[src/rtl/uart_rx.sv]
// ----------------------------------------------------------------------------
// uart_rx
// Mid-bit sampling UART receiver for the board RX pin. The asynchronous line
// is brought into the i_Clk domain through a two-flop synchroniser. Frames
// (start, DATA_BITS data bits LSB first, optional parity, one stop bit) are
// deserialised and each good byte is presented with a one-cycle valid strobe.
//
// Optional feature macro: UART_RX_PARITY_EN
//   defined   : frame carries a parity bit after the data bits; mismatches
//               pulse o_Parity_Err and suppress o_Valid.
//   undefined : plain DATA_BITS-N-1 framing, o_Parity_Err is tied low.
//
// Parameters:
//   CLKS_PER_BIT : i_Clk cycles per bit period (>= 4)
//   DATA_BITS    : payload bits per frame (5..9)
//   PARITY_ODD   : 0 = even parity, 1 = odd parity (macro builds only)
//
// Ports:
//   i_Clk        : system clock, rising edge
//   i_Rst        : synchronous active-high reset
//   i_Rx         : asynchronous serial line, idles high
//   o_Data       : last good byte, held until the next good frame
//   o_Valid      : one-cycle strobe, o_Data just updated
//   o_Frame_Err  : one-cycle strobe, stop bit sampled low
//   o_Parity_Err : one-cycle strobe, parity mismatch
//   o_Busy       : high whenever the receiver is not idle
// ----------------------------------------------------------------------------
module uart_rx #(
  parameter int CLKS_PER_BIT = 868,
  parameter int DATA_BITS    = 8,
  parameter int PARITY_ODD   = 0
) (
  input  logic                 i_Clk,
  input  logic                 i_Rst,
  input  logic                 i_Rx,
  output logic [DATA_BITS-1:0] o_Data,
  output logic                 o_Valid,
  output logic                 o_Frame_Err,
  output logic                 o_Parity_Err,
  output logic                 o_Busy
);

  localparam int CW = $clog2(CLKS_PER_BIT);
  localparam int IW = $clog2(DATA_BITS);

  localparam logic [CW-1:0] LP_MID      = CW'((CLKS_PER_BIT - 1) / 2);
  localparam logic [CW-1:0] LP_LAST     = CW'(CLKS_PER_BIT - 1);
  localparam logic [IW-1:0] LP_IDX_LAST = IW'(DATA_BITS - 1);

  typedef enum logic [2:0] {
    IDLE,
    START,
    DATA,
`ifdef UART_RX_PARITY_EN
    PARITY,
`endif
    STOP,
    WAIT_HIGH
  } state_t;

  state_t               r_State;
  state_t               w_Next;
  logic                 r_Rx1;
  logic                 r_RxS;
  logic [CW-1:0]        r_ClkCnt;
  logic [IW-1:0]        r_BitIdx;
  logic [DATA_BITS-1:0] r_Shift;
  logic                 w_SampleBit;
  logic                 w_GoodFrame;
  logic                 w_FrameErr;

`ifdef UART_RX_PARITY_EN
  logic r_ParBit;
  logic w_ParityBad;
  logic w_ParErr;
  logic r_ParityErr;

  assign w_ParityBad  = ((^r_Shift) ^ 1'(PARITY_ODD)) != r_ParBit;
  assign o_Parity_Err = r_ParityErr;
`else
  assign o_Parity_Err = 1'b0;
`endif

  assign o_Busy = (r_State != IDLE);

  // Two-flop synchroniser. Both flops reset high so releasing reset never
  // looks like a falling start edge.
  always_ff @(posedge i_Clk) begin
    if (i_Rst) begin
      r_Rx1 <= 1'b1;
      r_RxS <= 1'b1;
    end else begin
      r_Rx1 <= i_Rx;
      r_RxS <= r_Rx1;
    end
  end

  // State register plus the bit-period timer. The timer restarts on every
  // state change so each state measures from its own entry; within DATA it
  // wraps once per bit so consecutive bits are timed without a state change.
  always_ff @(posedge i_Clk) begin
    if (i_Rst) begin
      r_State  <= IDLE;
      r_ClkCnt <= '0;
    end else begin
      r_State <= w_Next;
      if (w_Next != r_State || r_ClkCnt == LP_LAST)
        r_ClkCnt <= '0;
      else
        r_ClkCnt <= r_ClkCnt + CW'(1);
    end
  end

  // Next-state decode and the one-shot decisions made at each sample point.
  // The stop bit is sampled at its middle, so IDLE is re-entered half a bit
  // early and a back-to-back start edge is never missed.
  always_comb begin
    w_Next      = r_State;
    w_SampleBit = 1'b0;
    w_GoodFrame = 1'b0;
    w_FrameErr  = 1'b0;
`ifdef UART_RX_PARITY_EN
    w_ParErr    = 1'b0;
`endif
    case (r_State)
      IDLE: begin
        if (!r_RxS) w_Next = START;
      end
      START: begin
        // A line that is high again at mid start bit was only a glitch.
        if (r_ClkCnt == LP_MID) w_Next = r_RxS ? IDLE : DATA;
      end
      DATA: begin
        if (r_ClkCnt == LP_LAST) begin
          w_SampleBit = 1'b1;
          if (r_BitIdx == LP_IDX_LAST) begin
`ifdef UART_RX_PARITY_EN
            w_Next = PARITY;
`else
            w_Next = STOP;
`endif
          end
        end
      end
`ifdef UART_RX_PARITY_EN
      PARITY: begin
        if (r_ClkCnt == LP_LAST) w_Next = STOP;
      end
`endif
      STOP: begin
        if (r_ClkCnt == LP_LAST) begin
          if (!r_RxS) begin
            // Frame error wins over parity; wait for the line to recover so a
            // break is not read as a string of zero frames.
            w_FrameErr = 1'b1;
            w_Next     = WAIT_HIGH;
          end
`ifdef UART_RX_PARITY_EN
          else if (w_ParityBad) begin
            w_ParErr = 1'b1;
            w_Next   = IDLE;
          end
`endif
          else begin
            w_GoodFrame = 1'b1;
            w_Next      = IDLE;
          end
        end
      end
      WAIT_HIGH: begin
        if (r_RxS) w_Next = IDLE;
      end
      default: w_Next = IDLE;
    endcase
  end

  // Deserialiser: data bits land LSB first at the running index, which
  // wraps back to zero after the last data bit.
  always_ff @(posedge i_Clk) begin
    if (i_Rst) begin
      r_BitIdx <= '0;
      r_Shift  <= '0;
    end else if (r_State == START) begin
      r_BitIdx <= '0;
    end else if (w_SampleBit) begin
      r_Shift[r_BitIdx] <= r_RxS;
      r_BitIdx          <= (r_BitIdx == LP_IDX_LAST) ? '0 : r_BitIdx + IW'(1);
    end
  end

`ifdef UART_RX_PARITY_EN
  // Parity bit capture at the end of its bit period.
  always_ff @(posedge i_Clk) begin
    if (i_Rst)
      r_ParBit <= 1'b0;
    else if (r_State == PARITY && r_ClkCnt == LP_LAST)
      r_ParBit <= r_RxS;
  end

  // Parity error strobe, registered to line up with the other strobes.
  always_ff @(posedge i_Clk) begin
    if (i_Rst) r_ParityErr <= 1'b0;
    else       r_ParityErr <= w_ParErr;
  end
`endif

  // Output strobes and the held data word. Strobes are registered so they
  // appear in the cycle after the stop-bit sample and last exactly one cycle.
  always_ff @(posedge i_Clk) begin
    if (i_Rst) begin
      o_Data      <= '0;
      o_Valid     <= 1'b0;
      o_Frame_Err <= 1'b0;
    end else begin
      o_Valid     <= w_GoodFrame;
      o_Frame_Err <= w_FrameErr;
      if (w_GoodFrame) o_Data <= r_Shift;
    end
  end

endmodule

[config.mk]
export PLATFORM = sky130hd
export DESIGN_NAME = uart_rx
export DESIGN_NICKNAME = d
export VERILOG_FILES = /design/src/rtl/uart_rx.sv
export SDC_FILE = /design/constraint.sdc
export NUM_CORES = 1
export LEC_CHECK = 0
export ABC_AREA = 1
export CAP_MARGIN = 25
export CORE_MARGIN = 5
export CORE_UTILIZATION = 39
export DETAILED_ROUTE_END_ITERATION = 6
export DONT_BUFFER_PORTS = 1
export PLACE_DENSITY = 0.5
export SYNTH_ARGS = -nofsm -noshare
export SYNTH_HDL_FRONTEND = slang
export SYNTH_SLANG_ARGS = --single-unit
[constraint.sdc]
create_clock -name i_Clk -period 1.6 [get_ports i_Clk]
set_input_delay 0.32 -clock i_Clk [delete_from_list [all_inputs] [get_ports i_Clk]]
set_output_delay 0.32 -clock i_Clk [all_outputs]
set_load 0.01 [all_outputs]
==> Word level (Yosys, flattened, before mapping) <==
Index checks and enable logic that the tools add are counted.
{ "word_totals": {"regBits": 36, "out_inout_bits": 12, "inputBits": 3, "elab_cells": 51} }
{ "op_classes": {"addsub": 2, "mux": 19, "reduce_logical": 8, "magnitude_cmp": 2, "n_eq_ne": 8, "bitwise_logic": 3} }
{ "op_table": {"columns": ["cell", "count"], "rows": [
  ["3-bit 2-to-1 mux", 8],
  ["3-bit one-hot mux with 5 select lines", 1],
  ["10-bit by 1-bit adder with 10-bit output, second input constant", 1],
  ["10-bit == test, second input constant", 1],
  ["10-bit by 9-bit == test with 1-bit output, second input constant", 1],
  ["8-bit bitwise mux", 1],
  ["1-bit 2-to-1 mux", 7],
  ["3-bit by 2-bit == test with 1-bit output, second input constant", 2],
  ["3-bit == test, second input constant", 2],
  ["3-bit by 4-bit less-than comparator with 1-bit output, second input constant", 1],
  ["2-bit OR reduction", 2],
  ["3-bit by 1-bit adder with 3-bit output, second input constant", 1],
  ["1-bit demux with 3-bit select", 1],
  ["3-bit by 1-bit == test with 1-bit output, second input constant", 1],
  ["3-bit by 1-bit greater-or-equal comparator with 1-bit output, second input constant", 1],
  ["3-bit zero test", 1],
  ["3-bit inequality test", 1],
  ["1-bit NOT", 3],
  ["3-bit nonzero test", 1],
  ["3-bit OR reduction", 1],
  ["2-bit 2-to-1 mux", 1],
  ["2-bit AND reduction", 1],
  ["1-bit logical AND", 1],
  ["1-bit logical OR", 1]
]} }

==> Longest topological paths before layout <==
{ "logic_depth": {"word_depth": 7, "depth_mapped": 10, "mapped_depth_nobuf": 10} }

==> Worst setup path before layout <==
Ideal clock, no wire load.
{ "synth_timing": {"path_kind": "reg2reg", "startpoint": "register r_ClkCnt[0]", "endpoint": "register r_ClkCnt[0]", "t_arrival_ns": 1.352, "slack_ns": 0.132, "setup_time_ns": 0.116, "period_less_slack_ns": 1.468, "path_stages_with_launch": 10, "required_time_ns": 1.484, "n_path_buf": 0, "cell_sequence": "dfxtp_1 ha_1 nand2_1 nor2_4 nand2_4 nand2_1 nand2_1 o21bai_2 nand2_4 nor2_1"} }
{ "synth_between": {"elab_chain_cells": 6, "word_cells_on_any_way": 10, "classes_between": "add/sub: 1; eq/ne: 3; mux: 4; reduce/logical: 2"} }
{ "synth_lines": {"columns": ["item", "line", "text"], "rows": [
  ["start: declaration", "65", "logic [CW-1:0] r_ClkCnt;"],
  ["start signal: assignment", "110", "r_ClkCnt <= r_ClkCnt + CW'(1);"],
  ["10-bit == test or 10-bit by 9-bit == test with 1-bit output (tied branches)", null, null],
  ["3-bit 2-to-1 mux, on equally long branches", "151, 131, 134", null],
  ["3-bit one-hot mux with 5 select lines", "125", "case (r_State)"],
  ["3-bit inequality test", "107", "if (w_Next != r_State || r_ClkCnt == LP_LAST)"],
  ["1-bit logical OR", "107", null],
  ["2-bit OR reduction (no source line)", null, null]
]} }
Parallel ways exist; a longest one is shown, timed or not.
A chain may end at the register's enable or synchronous reset.

==> Final worst setup path <==
{ "layout_timing": {"startpoint": "register r_BitIdx[0]", "endpoint": "register r_ClkCnt[2]"} }
{ "layout_between": {"elab_chain_cells": 7} }
{ "layout_lines": {"columns": ["item", "line", "text"], "rows": [
  ["start: declaration", "66", "logic [IW-1:0] r_BitIdx;"],
  ["start signal: assignment", "187", "r_BitIdx <= (r_BitIdx == LP_IDX_LAST) ? '0 : r_BitIdx + IW'(1);"],
  ["3-bit == test", "136", "if (r_BitIdx == LP_IDX_LAST) begin"],
  ["3-bit 2-to-1 mux", "136", null],
  ["3-bit 2-to-1 mux", "134", "if (r_ClkCnt == LP_LAST) begin"],
  ["3-bit one-hot mux with 5 select lines", "125", null],
  ["3-bit inequality test", "107", null],
  ["1-bit logical OR", "107", null],
  ["2-bit OR reduction (no source line)", null, null]
]} }
Every way passes these cells.

==> impl_metrics.csv <==
group,metric,value,unit
status,outcome,"completed",
finish,area_growth,12.3,%
logic_synthesis,synth_top_cells_by_count,"sky130_fd_sc_hd__dfxtp_1, sky130_fd_sc_hd__nor2_1, sky130_fd_sc_hd__nand2_1",
logic_synthesis,netlist.area_leader.share,0.436,
logic_synthesis,most_frequently_used_flop_master_after_synthesis,"sky130_fd_sc_hd__dfxtp_1",
worst_setup_path,worstPathArrival,1.70,ns
flow_run,maxcap_viol_count,0,
power,p_int,1.40,mW
power,power_switching,0.376,mW
clock_network,cts.path.max_buffers,2,
place,place_hpwl,2290,um
finish,num-nets-final,224,
finish,multi_input_area,830,sq um
drt,routed_wirelength,3130,um
logic_synthesis,synth.largest_area_cell,"sky130_fd_sc_hd__dfxtp_1",
clock_network,insertion_delay,0.28,ns
die,placementRows,23,
power,seq_power_share,0.515,
finish,post-route-util,0.458,
drt,ant_nets,0,
logic_synthesis,combined_area_of_all_synthesized_cells,1650,sq um
drt,dr.pass1.iters,4,
worst_setup_path,highest_fanout_seen_on_the_critical_path,5,
logic_synthesis,post-synth-top-count-cell,"sky130_fd_sc_hd__dfxtp_1",
finish,diodes,0,
global_route,grt_max_degree,18,
sta,finalClockSkew,0.00977,ns
worst_setup_path,critical_path_class,"reg2reg",
global_route,grtUsageTotal,0.121,
global_route,via_count_of_the_first_global_routing_pass,1206,
place,dp_cells,259,
global_route,globalRouteOverflowTotal,0,
clock_network,number_of_buffers_created_by_cts,5,
power,leakage_power,0.702,nW
sta,setup-violations-final,0,
power,clkPwrFrac,0.435,
global_route,number_of_antenna_violations_at_the_first_check_in_global_routing,0,
drt,number_of_violations_reported_at_the_end_of_detailed_routing_iteration_0,52,
drt,vias_per_cell,4.75,
sta,timing_hold_violations_final,0,
worst_setup_path,end_kind,"register",
place,io_buffers,0,
clock_network,clk_pin_slew,0.07,ns
sta,rsz0062_at_grt,"no",
clock_network,post_cts.repair.setup_buffers,0,
sta,slew_viol_final,0,
die,die_width,75.1,um
drt,dr_total_vias,1272,
finish,fillers,396,
logic_synthesis,ffs_w_async_s_r_synth,0,
die,die_area,5640,sq um
clock_network,clk_root_buffer_cell,"sky130_fd_sc_hd__clkbuf_8",
drt,routed_wl_per_cell,11.7,um
clock_network,cts.sink_count,36,
logic_synthesis,post_synth_inst_count,208,
clock_network,cts_htree_levels,2,
logic_synthesis,netlist-cell-type-count,33,
logic_synthesis,syn-mean-instance-area,7.95,sq um
worst_hold_path,hp-class,"in2reg",
place,final_replace_weighted_congestion,0.733,
power,switching_share,0.211,
die,die_h,75.1,um
logic_synthesis,flops_latches_synth,36,
finish,layout-drive-gt1-share,0.197,
clock_network,tritoncts,"built",
logic_synthesis,mappedNetlistNets,215,
power,ir_worst_vdd,0.000469,V
die,core_area,4060,sq um
logic_synthesis,synth-seq-area-share,0.436,
power,power.density,958,nW/um^2
sta,clock.fmax,675,MHz
power,comb_power_share,0.049,
finish,area.sequential,723,sq um
clock_network,ctsResizeCount,0,
sta,fin_tns_setup,0,ns
die,start_util,0.408,
logic_synthesis,synthesis.yosys.warnings,0,
global_route,global_route_wire_length_before_repair,5240,um
logic_synthesis,post_synth_main_area_contributors,"sky130_fd_sc_hd__dfxtp_1, sky130_fd_sc_hd__nor2_1, sky130_fd_sc_hd__nand2_1, sky130_fd_sc_hd__inv_1, sky130_fd_sc_hd__a21oi_1",
drt,drc,0,
sta,layout_min_cycle_time,1.48,ns
worst_setup_path,worst_setup_sp_type,"register",
sta,final_min_period_over_clock_period,0.927,
worst_setup_path,cp.required,1.82,ns
die,ios,15,
finish,final-instance-count-excl-fill,268,
clock_network,ctsHoldBuffers,0,
logic_synthesis,synth-edff-count,0,
## placed cells by master (no fill, tap or decap), types with 5 or more instances in the layout
cell type / n
sky130_fd_sc_hd__xor2_1: 7
sky130_fd_sc_hd__dfxtp_1: 34
sky130_fd_sc_hd__nor2_1: 31
sky130_fd_sc_hd__nand2_1: 24
sky130_fd_sc_hd__inv_1: 23
sky130_fd_sc_hd__nand3_1: 13
sky130_fd_sc_hd__a21oi_1: 16
sky130_fd_sc_hd__clkbuf_8: 5
sky130_fd_sc_hd__o21ai_0: 10
sky130_fd_sc_hd__nor2_4: 5
## layer usage
metal	part of all wire	global-route usage
met2	0.43	0.181
met3	0.041	0.0360
met1	0.52	0.164
met5	0	0
met4	0.012	0.0474
## state kept, by name (all words and copies together) (netlist names)
name / flops
o_Data: 8
o_Frame_Err: 1
o_Valid: 1
r_ClkCnt: 10
r_Shift: 8
r_State: 3
r_Rx1: 1
r_RxS: 1
r_BitIdx: 3
## power groups by stage
stage	combinational [mW]	sequential (mW)	clock, mW
6_report	0.0879	0.917	0.775
3_3_place_gp	0.0802	0.936	0
3_5_place_dp	0.0820	0.936	0
4_1_cts	0.0824	0.915	0.796
2_1_floorplan	0.0615	0.935	0
5_1_grt	0.0998	0.919	0.845
## worst max-delay path, stage by stage, from the launching register on
cell and delay [ns]:
sky130_fd_sc_hd__dfxtp_1 0.36, sky130_fd_sc_hd__ha_1 0.22, sky130_fd_sc_hd__ha_1 0.21, sky130_fd_sc_hd__nand4_1 0.12
sky130_fd_sc_hd__nand2_1 0.11, sky130_fd_sc_hd__o21bai_4 0.17, sky130_fd_sc_hd__nand2_2 0.13, sky130_fd_sc_hd__nor2_2 0.10
## worst paths after layout
check	start	endpoint	slack, ns	depth (start not counted)
worst max-delay path	r_BitIdx[0]$_SDFFE_PP0P_	r_ClkCnt[2]$_SDFF_PP0_	0.12	7
worst max register to register	r_BitIdx[0]$_SDFFE_PP0P_	r_ClkCnt[2]$_SDFF_PP0_	0.12	7
worst min-delay path	i_Rst	o_Valid$_SDFF_PP0_	0.1	1
worst min register to register	r_Rx1$_SDFF_PP1_	r_RxS$_SDFF_PP1_	0.43	1
## cell type report
class | instances | area share
clock buffers | 6 | 0.0391
clock inverters | 2 | 0.0189
inverters | 28 | 0.0566
multi-input cells | 142 | 0.446
flip-flops and latches | 36 | 0.389
well taps | 50 | 0.0337
repair buffers | 4 | 0.0162
## kinds of logic after synthesis
logic type | after synthesis | share of synthesized area
adder cells (fa/ha/maj) | 4 | 0.0303
buffers and inverters | 31 | 0.0771
AO/OA/AOI/OAI | 32 | 0.108
XOR/XNOR | 8 | 0.0424
flip-flops | 36 | 0.436
AND/OR/NAND/NOR | 96 | 0.304
other | 1 | 0.00227
## stage by stage
| step | power (mW) | worst slack (ns) | area (sq um) | hold slack, ns |
|---|---|---|---|---|
| 2_1_floorplan | 0.996 | 0.132 | 1650 | 0.389 |
| 3_3_place_gp | 1.02 | 0.114 | 1720 | 0.393 |
| 3_5_place_dp | 1.02 | 0.0475 | 1720 | 0.395 |
| 4_1_cts | 1.79 | 0.0423 | 1830 | 0.0889 |
| 5_1_grt | 1.86 | 0.0192 | 1860 | 0.0816 |
| 6_report | 1.78 | 0.118 | 1860 | 0.0983 |
(Power assumes the default switching activity.)
